--- config.mk ---
export PLATFORM = sky130hd
export DESIGN_NAME = s2p_lanes
export DESIGN_NICKNAME = d
export VERILOG_FILES = /design/src/rtl/s2p_lanes.sv
export SDC_FILE = /design/constraint.sdc
export NUM_CORES = 1
export LEC_CHECK = 0
export ABC_AREA = 0
export ABC_CLOCK_PERIOD_IN_PS = 3300
export BUFFER_PORTS_ARGS = -buffer_cell sky130_fd_sc_hd__buf_2
export CORE_UTILIZATION = 40
export DETAILED_ROUTE_END_ITERATION = 8
export PLACE_DENSITY = 0.6
export SYNTH_ARGS = -nofsm -noshare
export SYNTH_HDL_FRONTEND = slang
export SYNTH_SLANG_ARGS = --single-unit
--- constraint.sdc ---
create_clock -name clk -period 3.3 [get_ports clk]
set_input_delay 0.495 -clock clk [delete_from_list [all_inputs] [get_ports clk]]
set_output_delay 0.495 -clock clk [all_outputs]
set_load 0.02 [all_outputs]
--- src/rtl/s2p_lanes.sv ---
// Multi-lane serial-to-parallel converter: assembles DW-bit words from LANES serial
// lines, with per-frame bit order, a valid/ready output slot and sticky error flags.
module s2p_lanes #(
    parameter int unsigned DW    = 22,
    parameter int unsigned LANES = 1,
    parameter int unsigned AW    = 5
) (
    input  logic             clk,
    input  logic             rst,
    input  logic             s2p_start,
    input  logic             s2p_msb_first,
    input  logic [LANES-1:0] s2p_din,
    input  logic             s2p_din_vld,
    output logic [DW-1:0]    s2p_dout,
    output logic             s2p_dout_vld,
    input  logic             s2p_dout_rdy,
    output logic             s2p_busy,
    output logic             s2p_overrun,
    output logic             s2p_frm_err,
    input  logic             s2p_err_clr
);

    localparam int unsigned N = DW / LANES;

    if (LANES < 1 || LANES > DW || (DW % LANES) != 0 || N >= (2 ** AW)) begin : g_param_check
        $error("s2p_lanes: DW must be a multiple of LANES and AW must hold DW/LANES");
    end

    typedef enum logic {IDLE, BUSY} state_e;

    state_e          state_q, state_d;
    logic [AW-1:0]   cnt_q, cnt_d;
    logic            msb_q, msb_d;
    logic [DW-1:0]   shreg_q, shreg_d;
    logic [DW-1:0]   dout_q, dout_d;
    logic            vld_q, vld_d;
    logic            ovr_q, ovr_d;
    logic            frm_q, frm_d;

    logic [DW-1:0]   din_ext;
    logic [DW-1:0]   shifted;
    logic            busy;
    logic            last;
    logic            beat;

    always_comb begin
        din_ext = '0;
        din_ext[LANES-1:0] = s2p_din;
    end

    // Shifts written as whole-word operations so LANES == DW needs no special case.
    assign shifted = msb_q ? ((shreg_q << LANES) | din_ext)
                           : ((shreg_q >> LANES) | (din_ext << (DW - LANES)));

    assign busy = (state_q == BUSY);
    assign last = busy && s2p_din_vld && (cnt_q == AW'(N - 1));
    // A start during a frame only counts as a beat when it coincides with the final one.
    assign beat = busy && s2p_din_vld && (!s2p_start || last);

    always_comb begin
        state_d = state_q;
        cnt_d   = cnt_q;
        msb_d   = msb_q;
        shreg_d = shreg_q;
        dout_d  = dout_q;
        vld_d   = vld_q & ~s2p_dout_rdy;
        ovr_d   = ovr_q & ~s2p_err_clr;
        frm_d   = frm_q & ~s2p_err_clr;

        if (beat) begin
            shreg_d = shifted;
            cnt_d   = cnt_q + AW'(1);
            if (last) begin
                state_d = IDLE;
                cnt_d   = '0;
                if (!vld_q || s2p_dout_rdy) begin
                    dout_d = shifted;
                    vld_d  = 1'b1;
                end else begin
                    ovr_d = 1'b1;
                end
            end
        end

        if (s2p_start) begin
            if (busy && !last) begin
                frm_d = 1'b1;
            end
            state_d = BUSY;
            cnt_d   = '0;
            msb_d   = s2p_msb_first;
            shreg_d = '0;
        end
    end

    always_ff @(posedge clk) begin
        if (rst) begin
            state_q <= IDLE;
            cnt_q   <= '0;
            msb_q   <= 1'b0;
            shreg_q <= '0;
            dout_q  <= '0;
            vld_q   <= 1'b0;
            ovr_q   <= 1'b0;
            frm_q   <= 1'b0;
        end else begin
            state_q <= state_d;
            cnt_q   <= cnt_d;
            msb_q   <= msb_d;
            shreg_q <= shreg_d;
            dout_q  <= dout_d;
            vld_q   <= vld_d;
            ovr_q   <= ovr_d;
            frm_q   <= frm_d;
        end
    end

    assign s2p_dout     = dout_q;
    assign s2p_dout_vld = vld_q;
    assign s2p_busy     = busy;
    assign s2p_overrun  = ovr_q;
    assign s2p_frm_err  = frm_q;

endmodule

==> results.cfg <==
[die]
pin_count = 34
core_um2 = 5920
start_util_pct = 41.7
rows = 28
die_area_um2 = 6480
die_x_um = 80.5
die_y_um = 80.5

[min_path]
hold_path_class = in2reg
hold_depth = 2
worstHoldStart = s2p_err_clr
min_to = s2p_frm_err$_SDFF_PP0_

[run_status]
status = finished, final reports clean

[pwr]
p_per_area_nw_per_um2 = 437
irDropWorstVdd_mv = 0.204
p_leak_nw = 0.889

[drt]
ant_nets = 0
drt_iter0_drc = 79
routed_wirelength_um = 4780
vias_per_cell = 5.50
wl_per_cell_um = 14.8
vias = 1781
first_pass_iters = 4
drc = 0

[setup_path]
reg2reg_to = s2p_dout[15]$_SDFFE_PP0P_
cp.required_ns = 3.52
crit_path_max_incr_delay_ns = 0.83
path_buf_inv = 0
critPathKind = reg2reg
arrival_ns = 2.17
end_kind = register
reg2reg_slack_ns = 1.35
cp-start-kind = register
reg2reg_from = cnt_q[0]$_SDFFE_PP0N_
path_max_fanout = 25
path_cells = ha_1, and4b_1, a31oi_1, a211oi_2
critPathSlowestCell = and4b_1
crit_family = simple AND/OR/NAND/NOR gates
rr_worst_depth = 4

[clock_tree]
cts_resized = 0
htree_levels = 2
path_clk_slew_ns = 0.10
root_buffer = clkbuf_8
cts_tree = done
postCtsHoldBufs = 0
cts_setup_buffers = 0
clock_path_buffers = 2
clk_latency_ns = 0.31
numCtsBuffers = 5
clock-sinks = 54

[timing]
slew_viol_final = 0
finalClockSkew_ns = 0.00972
slew_headroom_pct = 36.0
worst_pin_slew_ns = 0.959
hold_viol = 0
period_share_pct = 59.0
fin_tns_setup_ns = 0
rsz0062_at_grt = false
setup_viol = 0
fmax_mhz = 514
min_period_ns = 1.95
hold_ws_ns = 0.379

[global_route]
grt_max_degree = 73
grt_pass1_wl_um = 7910
overflow = 0
grt_use_total_pct = 15.6
grt_pass1_vias = 1619
antenna_found_initial = 0

[placement]
dp.final_hpwl_um = 2920
place_congestion = 0.749
dpl-instance-area_um2 = 2500
place.port_buffers = 33

[synth]
synth_cells = 227
postSynthAreaPerCell_um2 = 10.9
yosysSeqAreaShare_pct = 43.8
synth_area_um2 = 2470
ys_warn_count = 0
yosysUniqueCellTypes = 34
ys_seq_elements = 54
synth.net_count = 237

[cells_and_area]
nets = 258
stdcell_area_um2 = 2590
syn_to_final_growth_pct = 5.23
drive_gt1_share_pct = 27.3
antenna_cells = 0

[run]
max-cap-violations = 0
[cell families (layout without fill, tap and decap cells)]
family	Yosys count	in the layout	share of synthesized area, %
AOI/OAI and AO/OA	77	77	25.7
DFF	54	54	43.8
and+or+nand+nor	42	42	8.37
buffers and inverters	27	49	11.0
muxes	23	23	9.34
adders and majority gates	2	2	1.01
xor gates and xnor gates	2	2	0.710
[worst max path at each step]
stage,from,to,depth (start not counted)
2_1_floorplan,cnt_q[0]$_SDFFE_PP0N_,s2p_dout[0]$_SDFFE_PP0P_,5
3_3_place_gp,cnt_q[0]$_SDFFE_PP0N_,s2p_dout[15]$_SDFFE_PP0P_,4
3_5_place_dp,cnt_q[0]$_SDFFE_PP0N_,s2p_dout[4]$_SDFFE_PP0P_,4
4_1_cts,cnt_q[0]$_SDFFE_PP0N_,s2p_dout[12]$_SDFFE_PP0P_,4
5_1_grt,cnt_q[0]$_SDFFE_PP0N_,s2p_dout[7]$_SDFFE_PP0P_,4
6_report,cnt_q[0]$_SDFFE_PP0N_,s2p_dout[15]$_SDFFE_PP0P_,4
[final cells by class]
type | instances | area (um2)
inverter | 3 | 11.3
tap | 75 | 93.8
multi-input combinational | 146 | 1110
timing repair buffer | 38 | 203
clock buffer | 7 | 86.3
fill | 592 | 3330
sequential | 54 | 1080
clock inverter | 1 | 5.00
[registers in the layout, indices dropped and copies added, names as in the netlist]
name,count
s2p_frm_err,1
s2p_overrun,1
shreg_q,22
cnt_q,5
s2p_busy,1
s2p_dout,22
s2p_dout_vld,1
msb_q,1
[per-stage QoR]
step / power, mW / utilization [%] / cells / setup slack (ns)
3_5_place_dp: 0.767 / 42.3 / 316 / 1.36
2_1_floorplan: 0.758 / - / 227 / 1.96
3_3_place_gp: 0.766 / 42.3 / 316 / 1.42
5_1_grt: 1.18 / 43.8 / 324 / 1.05
6_report: 1.13 / 43.8 / 324 / 1.35
4_1_cts: 1.14 / 43.8 / 324 / 1.31
[power breakdown]
part / switching (mW) / internal [mW] / total, mW
clock: 0.212 / 0.170 / 0.382
combinational: 0.0546 / 0.0278 / 0.0824
sequential: 0.00778 / 0.662 / 0.669
[per-layer routing]
layer  GRT usage (%)  vias to the layer above  share of wire [%]  routed length [um]
li1                -                      891                  -                   -
met1            22.0                      848                 51                2430
met2            23.5                       40                 45                2130
met3            3.86                        2                4.2                 203
met4            3.75                        0               0.44                  21
met5               0                        -                  0                   0
[Yosys cell counts, drive strengths merged]
cell type	instances	share of area, %
o21ai	2	0.41
xnor2	1	0.36
a32oi	1	0.36
or2	1	0.25
nor3	1	0.66
dfxtp	54	44
nand3	2	0.41
nor2	28	4.3
a31oi	22	5.6
buf	10	4.4
nand2	2	0.30
and4b	1	0.41
a21oi	4	0.81
and2	1	0.25
nand2b	1	0.25
a21o	1	0.36
clkbuf	14	6.2
inv	3	0.46
nand4b	1	0.36
o31ai	1	0.30
mux2i	23	9.3
and2b	1	0.30
a211oi	45	18
o32ai	1	0.36
or4	1	0.30
or3	1	0.25
or2b	1	0.36
ha	2	1.0
xor2	1	0.36
[cells in the final DEF, fill, tap and decap left out, types with 2 or more instances in the layout]
| master | instances |
|---|---|
| dfxtp_1 | 54 |
| buf_2 | 33 |
| nor2_1 | 28 |
| a211oi_1 | 26 |
| mux2i_1 | 23 |
| a31oi_1 | 22 |
| a211oi_2 | 19 |
| clkbuf_8 | 6 |
| buf_4 | 5 |
| a21oi_1 | 4 |
| inv_1 | 3 |
| nand2_1 | 2 |
| nand3_1 | 2 |
| o21ai_0 | 2 |
| ha_1 | 2 |
No activity file was read; power rests on OpenSTA's default activity.
